**config.mk**
```make
export PLATFORM = sky130hd
export DESIGN_NAME = alu
export DESIGN_NICKNAME = d
export VERILOG_FILES = /design/src/rtl/alu_pkg.sv /design/src/rtl/alu_datapath.sv /design/src/rtl/alu.sv
export SDC_FILE = /design/constraint.sdc
export NUM_CORES = 1
export LEC_CHECK = 0
export CAP_MARGIN = 10
export CORE_MARGIN = 1
export CORE_UTILIZATION = 30
export DETAILED_ROUTE_END_ITERATION = 12
export GPL_ROUTABILITY_DRIVEN = 1
export PLACE_DENSITY = 0.47
export SLEW_MARGIN = 20
export SYNTH_ARGS = -nofsm -noshare
export SYNTH_HDL_FRONTEND = slang
export SYNTH_SLANG_ARGS = --single-unit
```
**constraint.sdc**
```tcl
create_clock -name CLK -period 1.55 [get_ports CLK]
set_input_delay 0.31 -clock CLK [delete_from_list [all_inputs] [get_ports CLK]]
set_output_delay 0.31 -clock CLK [all_outputs]
set_load 0.1 [all_outputs]
```
**src/rtl/alu_pkg.sv**
```systemverilog
// Shared constants for the registered ALU: default width, opcode encodings
// and the bit positions inside KEY.
package alu_pkg;

  localparam int ALU_WIDTH = 8;

  localparam logic [3:0] OP_ADD  = 4'b0000;
  localparam logic [3:0] OP_SUB  = 4'b0001;
  localparam logic [3:0] OP_AND  = 4'b0010;
  localparam logic [3:0] OP_OR   = 4'b0011;
  localparam logic [3:0] OP_XOR  = 4'b0100;
  localparam logic [3:0] OP_NOT  = 4'b0101;
  localparam logic [3:0] OP_NAND = 4'b0110;
  localparam logic [3:0] OP_NOR  = 4'b0111;
  localparam logic [3:0] OP_SHL  = 4'b1000;
  localparam logic [3:0] OP_SHR  = 4'b1001;
  localparam logic [3:0] OP_ROL  = 4'b1010;
  localparam logic [3:0] OP_ROR  = 4'b1011;
  localparam logic [3:0] OP_INC  = 4'b1100;
  localparam logic [3:0] OP_DEC  = 4'b1101;
  localparam logic [3:0] OP_SLT  = 4'b1110;
  localparam logic [3:0] OP_MUL  = 4'b1111;

  // KEY[KEY_CIN] is carry-in / shift fill; KEY[KEY_SGN] picks arithmetic SHR and signed SLT.
  localparam int KEY_CIN = 0;
  localparam int KEY_SGN = 1;

endpackage

```
**src/rtl/alu_datapath.sv**
```systemverilog
// Purely combinational ALU core: maps opcode, operands and KEY to the next
// result. All arithmetic wraps modulo 2^WIDTH; carries and overflow are dropped.
module alu_datapath
  import alu_pkg::*;
#(
  parameter int WIDTH = ALU_WIDTH
) (
  input  logic [3:0]       OPT,
  input  logic [WIDTH-1:0] RGA,
  input  logic [WIDTH-1:0] RGB,
  input  logic [1:0]       KEY,
  output logic [WIDTH-1:0] res
);

  localparam logic [WIDTH-1:0] ONE = WIDTH'(1);

  logic [WIDTH-1:0] cin;
  logic             fill;
  logic             slt;

  assign cin  = WIDTH'(KEY[KEY_CIN]);
  assign fill = KEY[KEY_SGN] ? RGA[WIDTH-1] : KEY[KEY_CIN];
  assign slt  = KEY[KEY_SGN] ? ($signed(RGA) < $signed(RGB)) : (RGA < RGB);

  always_comb begin
    // NOTE: default assignment before the case guarantees no latch is inferred,
    // even if an opcode arm is later edited out.
    res = '0;
    case (OPT)
      OP_ADD:  res = RGA + RGB + cin;
      OP_SUB:  res = RGA - RGB - cin;
      OP_AND:  res = RGA & RGB;
      OP_OR:   res = RGA | RGB;
      OP_XOR:  res = RGA ^ RGB;
      OP_NOT:  res = ~RGA;
      OP_NAND: res = ~(RGA & RGB);
      OP_NOR:  res = ~(RGA | RGB);
      OP_SHL:  res = {RGA[WIDTH-2:0], KEY[KEY_CIN]};
      OP_SHR:  res = {fill, RGA[WIDTH-1:1]};
      OP_ROL:  res = {RGA[WIDTH-2:0], RGA[WIDTH-1]};
      OP_ROR:  res = {RGA[0], RGA[WIDTH-1:1]};
      OP_INC:  res = RGA + ONE;
      OP_DEC:  res = RGA - ONE;
      OP_SLT:  res = slt ? ONE : '0;
      OP_MUL:  res = RGA * RGB;
    endcase
  end

endmodule

```
**src/rtl/alu.sv**
```systemverilog
// Registered ALU top: the combinational datapath feeds RGZ, which loads on
// enabled rising edges and clears asynchronously while RST is low.
module alu
  import alu_pkg::*;
#(
  parameter int WIDTH = ALU_WIDTH
) (
  input  logic             CLK,
  input  logic             RST,
  input  logic             ENA,
  input  logic [WIDTH-1:0] RGA,
  input  logic [WIDTH-1:0] RGB,
  input  logic [1:0]       KEY,
  input  logic [3:0]       OPT,
  output logic [WIDTH-1:0] RGZ
);

  logic [WIDTH-1:0] nxt;

  alu_datapath #(.WIDTH(WIDTH)) u_datapath (
    .OPT (OPT),
    .RGA (RGA),
    .RGB (RGB),
    .KEY (KEY),
    .res (nxt)
  );

  always_ff @(posedge CLK or negedge RST) begin
    // NOTE: non-blocking assignment so every flop samples pre-edge values.
    if (!RST) begin
      RGZ <= '0;
    end else if (ENA) begin
      RGZ <= nxt;
    end
  end

endmodule

```
==> flow_summary.yaml <==
yosys:
  syn_area_per_cell_um2: 7.53
  ys_ff_latch: 8
  syn_inst: 440
  ys_types: 56
  synthFlopType: "dfrtp_1"
  yosysWarnings: 0
  syn_area_mm2: 0.00331
  yosysSeqAreaShare_pct: 6.04
  synth_edf_count: 0
  async_flop_share_pct: 100
  synth_fp_nets: 540
timing:
  rsz0062_at_grt: "yes"
  max_freq_ghz: 0.290
  finalSetupViolations: 8
  setup-tns-final_ps: -10190
  max_slew_margin_pct: 63.2
  worst_clock_skew_ps: 0
  worst_pin_slew_ps: 550
  min_period_ps: 3450
  setup_ws_ps: -1900
  hold_viol: 0
  maxSlewViolCount: 0
  finalCritPeriodShare_pct: 223
floorplanning:
  rows: 38
  coreArea_mm2: 0.0108
  die_h_um: 107
  die_x_um: 107
  die-area_mm2: 0.0115
  start_util_pct: 30.7
  ios: 33
global_routing:
  antenna_found_initial: 0
  grt_max_degree: 38
  grt_pass1_vias: 3652
  grt_usage_pct: 23.2
  grt.overflow.total: 0
  grt_pass1_wl_um: 20200
cts:
  cts.clk_slew.worst_paths_ps: 40
  cts_tree: "done"
  htree_levels: 1
  cts_root_buf: "clkbuf_8"
  clock-sinks: 8
  cts_hold_buffers: 0
  clock_latency_ps: 220
  clockBufferDepth: 2
  numCtsBuffers: 3
layout:
  seq_area_um2: 200
  area_delta_synth_final_pct: 59.5
  multi_input_area_mm2: 0.00327
  largest_reg_flops: 8
  fillers: 1040
  final_util_pct: 49.0
  reg.largest.list: "RGZ: 8 flops"
  fin_nets: 673
  largest-register: "RGZ"
  antenna_cells: 0
  fin_cells: 711
  drive_gt1_share_pct: 39.2
routing:
  via_count: 3669
  wire_per_inst_um: 18.4
  ant_nets: 0
  remaining_drc_errors: 0
  drtIter0Drc: 186
  drt-total-wl_um: 13100
  first_pass_iters: 5
  avgViaCountPerCell: 5.16
min_path:
  hp-class: "in -> async"
pwr:
  ir_drop_mv: 0.647
  p_leak_nw: 2.39
  power.total_mw: 3.18
  power.density_mw_per_mm2: 602
run_status:
  outcome: "finished, violations left"
  violations: "setup timing"
critical_path:
  startpoint_type: "input pin"
  cp-end-kind: "register"
  worstPathMaxFanout: 3
  crit_type: "in -> reg"
  arrival_ps: 3540
  crit_required_ps: 1640
  r2r_slack_ps: 810
  reg2reg_depth: 2
placement:
  pre_cts_slack_ps: -2750
  io_buffers: 32
  placedCellCount: 693
  place.gp.congestion: 0.846
  hpwlAfterDp_um: 10600
flow_run:
  maxCapViolations: 0
## layout make-up
class,instances,share of cell area (%)
clock buffer,3,0.781
inverter,63,4.85
multi-input combinational,352,61.8
timing repair buffer,145,25.5
sequential,8,3.79
tap,140,3.31
## placed cells by master (no fill, tap or decap), types with 7 or more instances in the layout
master           count
xor2_1              10
a31oi_1              9
nor2_1              31
ha_4                17
ha_1                41
clkdlybuf4s50_1      7
a21oi_1             20
inv_1               38
o22ai_1              7
dfrtp_1              8
fa_2                 7
inv_2               16
nand2_1             33
nor2_4               7
nand2b_1             7
buf_12              10
buf_8                7
o21ai_0             21
buf_6               15
fa_1                10
buf_4               97
xnor2_1             17
## metal layers
metal  vias up  global-route usage (%)  part of all wire (%)
met5         -                       0                     0
met4         0                    9.39                   3.5
met3        27                    1.40                   5.6
met2       134                    36.9                    45
met1      1723                    32.6                    46
li1       1785                       -                     -
## where the power goes
| part | switching (mW) | internal, mW |
|---|---|---|
| Combinational | 1.41 | 1.25 |
| Sequential | 0.0371 | 0.244 |
| Clock | 0.0789 | 0.168 |
| Total | 1.52 | 1.66 |
## cells by family (layout without fill, tap and decap cells)
kind of cell    Yosys count  after routing  share of synthesized area, %
simple gates            123            123                          17.3
compound gates          115            115                          23.1
buf+inv                  80            211                          9.85
fa+ha+maj                75             75                          32.2
xor+xnor                 35             35                          10.3
flops                     8              8                          6.04
mux                       4              4                          1.25
## through the flow
stage               hold WS [ps]  cell area, um2
finish                       366            5290
global route                 404            5290
CTS                          375            5070
detailed placement           537            4630
global placement             531            4630
floorplan                   14.4            3410
## synthesized netlist by cell type (all sizes together), types with 3 or more instances
library cell,count,area share [%]
a21o,6,1.4
a21oi,25,3.8
o22ai,7,1.3
nor3,6,0.91
nand3,7,1.1
xnor2,21,5.8
o21bai,4,0.91
o31ai,4,0.91
nor2b,6,1.1
nor2,40,4.5
buf,14,2.4
nor4,5,1.4
clkinv,3,0.34
nand4,4,0.75
inv,60,6.8
o211ai,4,0.91
ha,58,22
mux2i,3,0.91
nand2,40,4.6
a221oi,6,1.6
nand2b,7,1.3
fa,17,10
a31oi,9,1.7
and3,3,0.57
o21ai,24,3.6
a22oi,4,1.1
xor2,12,3.2
a211oi,6,1.5
dfrtp,8,6.0
clkbuf,3,0.34
## final timing paths
path / from / end
worst max-delay path: RGA[3] / RGZ[7]
worst min-delay path: RST / RGZ[4]
worst max register to register: RGZ[7] / RGZ[7]
worst min register to register: RGZ[3] / RGZ[3]
max in group asynchronous: RST / RGZ[3]
min in group CLK: RGZ[3] / RGZ[3]
## timing repair
action                     4_1_cts  5_1_grt
pin swaps                       31       29
gates resized for setup        131       47
setup endpoints to repair        8        8
buffers inserted                11        4
## worst max-delay path, stage by stage
cell and delay (ps):
buf_12 90, nand2_4 50, fa_2 380, fa_1 500
inv_2 40, fa_1 530, inv_1 50, fa_1 490
inv_2 50, ha_4 240, a21oi_4 160, xnor3_1 230
xnor3_1 220, nand2b_1 100, a41oi_2 90
(Power assumes the default switching activity.)
